==> src/rtl/aes_ctr_stream_sequencer.sv <==
// Upstream sequencer for a single-block CTR engine: one block in flight at a time.
// Holds the session key and running counter, pulses the engine per block and
// returns the engine result on a valid/ready output. The low counter field is
// incremented per block; on wrap the session refuses further traffic until reloaded.
module aes_ctr_stream_sequencer #(
  parameter int unsigned CTR_WIDTH = 32,
  parameter int unsigned CNT_WIDTH = 16
) (
  input  logic                 clk,
  input  logic                 rst,
  input  logic                 cfg_load,
  input  logic [127:0]         cfg_key,
  input  logic [127:0]         cfg_iv,
  input  logic                 s_valid,
  output logic                 s_ready,
  input  logic [127:0]         s_data,
  input  logic                 s_last,
  output logic                 m_valid,
  input  logic                 m_ready,
  output logic [127:0]         m_data,
  output logic                 m_last,
  output logic                 eng_start,
  output logic [127:0]         eng_key,
  output logic [127:0]         eng_iv_counter,
  output logic [127:0]         eng_data_in,
  input  logic [127:0]         eng_data_out,
  input  logic                 eng_done,
  output logic                 armed,
  output logic                 ctr_wrap,
  output logic [CNT_WIDTH-1:0] blocks_done
);

  typedef enum logic [1:0] {StIdle, StIssue, StWait, StOut} state_e;

  // Selects the incrementing low field; the remaining upper bits are the fixed nonce.
  localparam logic [127:0] CtrMask =
    (CTR_WIDTH >= 128) ? {128{1'b1}} : ((128'd1 << CTR_WIDTH) - 128'd1);

  state_e               state_q, state_d;
  logic [127:0]         key_q, key_d;
  logic [127:0]         ctr_q, ctr_d;
  logic [127:0]         din_q, din_d;
  logic                 last_q, last_d;
  logic [127:0]         mdata_q, mdata_d;
  logic                 mlast_q, mlast_d;
  logic                 mvalid_q, mvalid_d;
  logic                 armed_q, armed_d;
  logic                 wrap_q, wrap_d;
  logic [CNT_WIDTH-1:0] done_q, done_d;

  logic         accept;
  logic [127:0] ctr_inc;
  logic [127:0] ctr_next;

  // s_ready comes from registers only; a same-cycle cfg_load suppresses acceptance.
  assign accept   = s_valid & s_ready & ~cfg_load;
  assign ctr_inc  = ctr_q + 128'd1;
  assign ctr_next = (ctr_q & ~CtrMask) | (ctr_inc & CtrMask);

  // State and datapath registers with synchronous reset.
  always_ff @(posedge clk) begin
    if (rst) begin
      state_q  <= StIdle;
      key_q    <= '0;
      ctr_q    <= '0;
      din_q    <= '0;
      last_q   <= 1'b0;
      mdata_q  <= '0;
      mlast_q  <= 1'b0;
      mvalid_q <= 1'b0;
      armed_q  <= 1'b0;
      wrap_q   <= 1'b0;
      done_q   <= '0;
    end else begin
      state_q  <= state_d;
      key_q    <= key_d;
      ctr_q    <= ctr_d;
      din_q    <= din_d;
      last_q   <= last_d;
      mdata_q  <= mdata_d;
      mlast_q  <= mlast_d;
      mvalid_q <= mvalid_d;
      armed_q  <= armed_d;
      wrap_q   <= wrap_d;
      done_q   <= done_d;
    end
  end

  // Next-state logic.
  always_comb begin
    state_d = state_q;
    unique case (state_q)
      StIdle:  if (accept) state_d = StIssue;
      StIssue: state_d = StWait;
      StWait:  if (eng_done) state_d = StOut;
      StOut:   if (m_ready) state_d = StIdle;
      default: state_d = StIdle;
    endcase
  end

  // Datapath next values: config load, block capture, result capture, output handshake.
  always_comb begin
    key_d    = key_q;
    ctr_d    = ctr_q;
    din_d    = din_q;
    last_d   = last_q;
    mdata_d  = mdata_q;
    mlast_d  = mlast_q;
    mvalid_d = mvalid_q;
    armed_d  = armed_q;
    wrap_d   = wrap_q;
    done_d   = done_q;
    unique case (state_q)
      StIdle: begin
        if (cfg_load) begin
          key_d   = cfg_key;
          ctr_d   = cfg_iv;
          armed_d = 1'b1;
          wrap_d  = 1'b0;
          done_d  = '0;
        end else if (accept) begin
          din_d  = s_data;
          last_d = s_last;
        end
      end
      StWait: begin
        if (eng_done) begin
          mdata_d  = eng_data_out;
          mlast_d  = last_q;
          mvalid_d = 1'b1;
          ctr_d    = ctr_next;
          if ((ctr_next & CtrMask) == 128'd0) wrap_d = 1'b1;
        end
      end
      StOut: begin
        if (m_ready) begin
          mvalid_d = 1'b0;
          done_d   = done_q + CNT_WIDTH'(1);
          // Each message needs a fresh session.
          if (mlast_q) armed_d = 1'b0;
        end
      end
      default: ;
    endcase
  end

  // Outputs decoded from state and registers.
  always_comb begin
    s_ready   = (state_q == StIdle) & armed_q & ~wrap_q;
    eng_start = (state_q == StIssue);
  end

  assign m_valid        = mvalid_q;
  assign m_data         = mdata_q;
  assign m_last         = mlast_q;
  assign eng_key        = key_q;
  assign eng_iv_counter = ctr_q;
  assign eng_data_in    = din_q;
  assign armed          = armed_q;
  assign ctr_wrap       = wrap_q;
  assign blocks_done    = done_q;

endmodule

==> config.mk <==
export PLATFORM = sky130hd
export DESIGN_NAME = aes_ctr_stream_sequencer
export DESIGN_NICKNAME = d
export VERILOG_FILES = /design/src/rtl/aes_ctr_stream_sequencer.sv
export SDC_FILE = /design/constraint.sdc
export NUM_CORES = 1
export LEC_CHECK = 0
export BUFFER_PORTS_ARGS = -buffer_cell sky130_fd_sc_hd__buf_2
export CAP_MARGIN = 25
export CORE_AREA = 2 2 406 408
export DETAILED_ROUTE_END_ITERATION = 8
export DIE_AREA = 0 0 408 410
export MAX_ROUTING_LAYER = met4
export PLACE_DENSITY = 0.3
export SETUP_SLACK_MARGIN = 0.15
export SLEW_MARGIN = 20
export SYNTH_ARGS = -nofsm -noshare
export SYNTH_HDL_FRONTEND = slang
export SYNTH_SLANG_ARGS = --single-unit
==> constraint.sdc <==
create_clock -name clk -period 3 [get_ports clk]
set_input_delay 0.6 -clock clk [delete_from_list [all_inputs] [get_ports clk]]
set_output_delay 0.6 -clock clk [all_outputs]
set_load 0.02 [all_outputs]
### Word level (Yosys, flattened, before mapping)

Cells that the tools add are included.

| cells by class | value |
|---|---|
| $add $sub $neg | 2 |
| eq/ne operators | 9 |
| multiplexer cells | 21 |
| bitwise logic cells | 7 |
| reduce and logical (&&, ||, !) cells | 14 |

Operators by type and width:

| operator | count |
|---|---|
| two-way mux 128 bit | 2 |
| case mux 128 bit (2 select lines) | 1 |
| logical NOT 128 bit | 1 |
| OR 128 x 32 -> 128 bit | 1 |
| adder 32 x 1 -> 32 bit, second input constant | 1 |
| two-way mux 16 bit | 2 |
| case mux 16 bit (2 select lines) | 1 |
| adder 16 x 1 -> 16 bit, second input constant | 1 |
| AND reduction 3 bit | 5 |
| inequality test 2 bit, second input constant | 6 |
| two-way mux 1 bit | 8 |
| case mux 2 bit (4 select lines) | 1 |
| AND reduction 4 bit | 2 |
| two-way mux 2 bit | 3 |
| case mux 1 bit (2 select lines) | 3 |
| nonzero test 2 bit | 3 |
| bitwise AND 1 bit | 4 |
| == test 2 bit, second input constant | 2 |
| AND reduction 2 bit | 2 |
| == test 2 x 1 -> 1 bit, second input constant | 1 |
| logical NOT 2 bit | 1 |
| inverter 1 bit | 2 |

| storage, ports and cells | value |
|---|---|
| bits in registers | 535 |
| bits of input ports | 519 |
| word-level logic and storage cells | 64 |

### Longest topological paths before layout

| logic depth | value |
|---|---|
| depth after elaboration | 7 |
| mapped depth | 11 |
| mapped depth without buffers | 8 |

### Worst setup path before layout

No wires, ideal clock.

| timing | value |
|---|---|
| path type | register -> register |
| start point | register ctr_q[0], in the netlist eng_iv_counter[0] |
| end point | register ctr_q[30], in the netlist eng_iv_counter[30] |
| library setup time | 0.128 ns |
| arrival time | 2.083 ns |
| setup slack | 0.790 ns |
| stages on the path, launching flop included | 8 |
| path through | dfxtp_1 ha_1 nand4_1 nor4_4 nand4_1 mux2_1 a222oi_1 nor2_1 |

| between the ends | value |
|---|---|
| word-level cells in the longest chain between the ends | 4 |

Ends and longest elaborated chain:

| element | line | RTL |
|---|---|---|
| start, declared | 41 | `logic [127:0] ctr_q, ctr_d;` |
| start signal, assigned | 77 | `ctr_q <= ctr_d;` |
| adder 32 x 1 -> 32 bit | 57 | `assign ctr_inc = ctr_q + 128'd1;` |
| OR 128 x 32 -> 128 bit | 58 | `assign ctr_next = (ctr_q & ~CtrMask) \| (ctr_inc & CtrMask);` |
| two-way mux 128 bit | 127 | `if (eng_done) begin` |
| case mux 128 bit (2 select lines) | 113 | `unique case (state_q)` |

No other way between the ends. The select of a mux whose other input is x is not followed.
A chain may end at the register's enable or synchronous reset.

### Worst setup path after layout

| timing | value |
|---|---|
| start point | register state_q[0] |
| end point | output port s_ready |

| between the ends | value |
|---|---|
| word-level cells in the longest chain between the ends | 3 |

Ends and longest elaborated chain:

| element | line | RTL |
|---|---|---|
| start, declared | 39 | `state_e state_q, state_d;` |
| start signal, assigned | 63 | `state_q <= StIdle;` |
| start signal, assigned | 75 | `state_q <= state_d;` |
| logical NOT 2 bit | 149 | `s_ready = (state_q == StIdle) & armed_q & ~wrap_q;` |
| bitwise AND 1 bit (2 in a row) | 149 |  |
| end, declared | 15 | `output logic s_ready,` |

No other way between the ends.

==> results.md <==
- TNS Setup: 0 ns
- Min Tclk post-route: 2.54 ns
- Largest area contributor in the netlist: dfxtp_1
- Top post-synthesis cells by area: dfxtp_1 54%, nand2_1 19%, a21oi_1 13%, clkbuf_1 3.2%, nor2_1 1.3%
- Fin crit share: 84.7%
- Critical path cell sequence: inv_1 -> ha_1 -> nand2_1 -> nor2_1 -> buf_2
- WP data required: 2.40 ns
- Clk buf depth: 3
- Synth Flop Type: dfxtp_1
- Max stage delay on crit path: 0.36 ns
- Post-CTS Setup Inserts: 0
- Peak VDD IR: 382 µV
- Slowest CP cell: ha_1
- Max Cap Viol: 0
- DRC viols: 0
- Cell area after layout: 0.0305 mm²
- Post-cts hold buffer count: 0
- Gr usage total: 13.5%
- Number of synthesized register bits: 535
- RSZ-0062 raised after global routing: false
- Starting DRT DRC Count: 1091
- Hpwl dp: 87700 µm
- Largest delay contributor family on the critical path: adder cells
- GRT Residual Overflow: 0
- Layout cells sized above 1: 34.9%
- Met3 GRT Util: 4.98%
- Largest net degree at the start of global routing: 145
- Buf/Inv on CP: 2
- LEAKAGE: 13.2 nW
- H-tree depth: 3
- Crit path max fanout: 8
- Core area: 0.163 mm²
- HP Class: input pin to register
- Ys async rst share: 0%
- Initial antenna violation count: 63
- Slew Limit Fails: 0
- Initial core utilization: 12.2%
- Relative slew slack: 41.7%
- Startpoint Class: register
- Synth cell types: 71
- Port Buffers: 1052
- Number of flops mapped to enable cells by yosys: 0
- Vias in the first global route: 20907
- Syn-to-layout area delta: 52.5%
- Routed WL: 115000 µm
- Commonest cells in the netlist: 1005 x nand2_1, 535 x dfxtp_1, 499 x a21oi_1
- DIE WIDTH: 408 µm
- PD cells: 786 mW/mm²
- NumNets Final: 4077
- Chip Height: 410 µm
- M1 GR Usage: 14.8%
- GP Congestion: 0.851
- Final hold vios: 0
- TritonCTS clock tree: done
- Most frequent cell after synthesis: nand2_1
- Placed cell areas: 0.0280 mm²
- CTS sink count: 535
- Total CTS buffers: 76
- Setup crit end kind: output pin
- Setup CP Type: register to output pin
- Arrival time worst endpoint: 1.94 ns
- Grt met2 use: 22.8%
- Status: completed
- Worst-Skew Late Latency: 0.68 ns
- Final ANT Viol Nets: 0
- Post-synthesis sequential area ratio: 53.6%
- Clk_skew: 0.0315 ns
- First-pass GRT wire length: 159000 µm
- Post-Synthesis Cells: 2557
- Fmax: 394 MHz
- # rows: 149
- Syn nets: 3083
- Final setup viols: 0
- Mapped Area: 0.0200 mm²
- Wire per inst: 19.7 µm
- Drt first pass iters: 6
- Synthesized area per cell: 7.81 µm²
- Fillers: 18886
- Die area: 0.167 mm²
- GR peak layer: met2
- Synth top area share: 53.6%
- Total vias in the final route: 21493
- Yosys warnings: 0
- PostCTS Resize Cnt: 0
- Top-Level Pins: 1053
- Via density: 3.68
- Clock-pin slew on the worst setup and hold paths: 0.06 ns
- Slew @ Worst Pin: 0.875 ns
- Root Driver: clkbuf_16
[sequential cells by signal, indices dropped and copies added (netlist names)]
name / flops
blocks_done: 16
eng_data_in: 128
m_valid: 1
state_q: 2
eng_key: 128
ctr_wrap: 1
eng_iv_counter: 128
armed: 1
last_q: 1
m_data: 128
m_last: 1
[cells in the final DEF (no fill, tap or decap), drive strengths merged, types with 3 or more instances in the layout]
master,instances
clkbuf,113
or4,3
nand2,1006
clkinv,15
ha,7
or3,4
mux2i,9
dfxtp,535
nor3,16
and3,11
nor2b,3
o211ai,3
nor2,70
nand4,21
o21ai,15
nor4,6
nand3,25
mux2,10
inv,14
a22oi,7
xor2,13
a21oi,499
and2,6
xnor2,11
buf,1117
and4,6
a211oi,8
a2111oi,5
diode,44
a222oi,16
[per-stage QoR]
step,hold slack (ns),setup WS [ns],util [%],power [W],instances
6_report,0.154,0.459,18.6,0.0239,5841
3_3_place_gp,0.439,0.518,17.1,0.0154,5662
3_5_place_dp,0.443,0.504,17.1,0.0154,5662
5_1_grt,0.0963,0.261,18.6,0.0254,5835
4_1_cts,0.0685,0.373,18.6,0.0246,5797
2_1_floorplan,0.432,0.790,-,0.0123,2557
[cells by family after synthesis]
| family | Yosys count | synth area share [%] |
|---|---|---|
| compound gates | 572 | 15.5 |
| xor+xnor | 24 | 1.05 |
| fa+ha+maj | 7 | 0.438 |
| buf+inv | 211 | 4.29 |
| flops | 535 | 53.6 |
| mux | 19 | 1.01 |
| simple gates | 1189 | 24.1 |
[power by group]
part,switching (W),internal (W)
clock,0.00368,0.00515
sequential,0.000597,0.00794
combinational,0.00448,0.00209
[final timing paths]
| check | startpoint | end | slack, ns | depth (start not counted) |
|---|---|---|---|---|
| setup reg to reg | eng_iv_counter[1]$_SDFFE_PP0P_ | eng_iv_counter[20]$_SDFFE_PP0P_ | 0.53 | 7 |
| hold reg to reg | eng_iv_counter[87]$_SDFFE_PP0P_ | eng_iv_counter[87]$_SDFFE_PP0P_ | 0.45 | 2 |
| setup / recovery | state_q[0]$_SDFFE_PP0P_ | s_ready | 0.46 | 5 |
| hold / removal | eng_data_out[13] | m_data[13]$_SDFFE_PP0P_ | 0.15 | 3 |
[per-layer routing]
| metal | part of all wire (%) | routed length, µm | vias to the layer above |
|---|---|---|---|
| met5 | 0 | 0 | - |
| met4 | 2.4 | 2810 | 0 |
| met3 | 8.4 | 9630 | 163 |
| met2 | 49 | 56600 | 763 |
| met1 | 40 | 45800 | 10073 |
| li1 | - | - | 10494 |
[layout make-up]
class | count | area [µm²] | share of cell area [%]
Antenna cell | 44 | 110 | 0.361
Clock buffer | 113 | 2190 | 7.20
Clock inverter | 22 | 193 | 0.633
Inverter | 10 | 37.5 | 0.123
Multi-Input combinational cell | 1811 | 8450 | 27.8
Sequential cell | 535 | 10700 | 35.2
Tap cell | 2189 | 2740 | 8.99
Timing Repair Buffer | 1117 | 6030 | 19.8
[tightest hold or removal path, cell delays in order]
cell and delay (ns):
buf_2 0.09, nand2_1 0.04, a21oi_1 0.05
(Power assumes the default switching activity.)
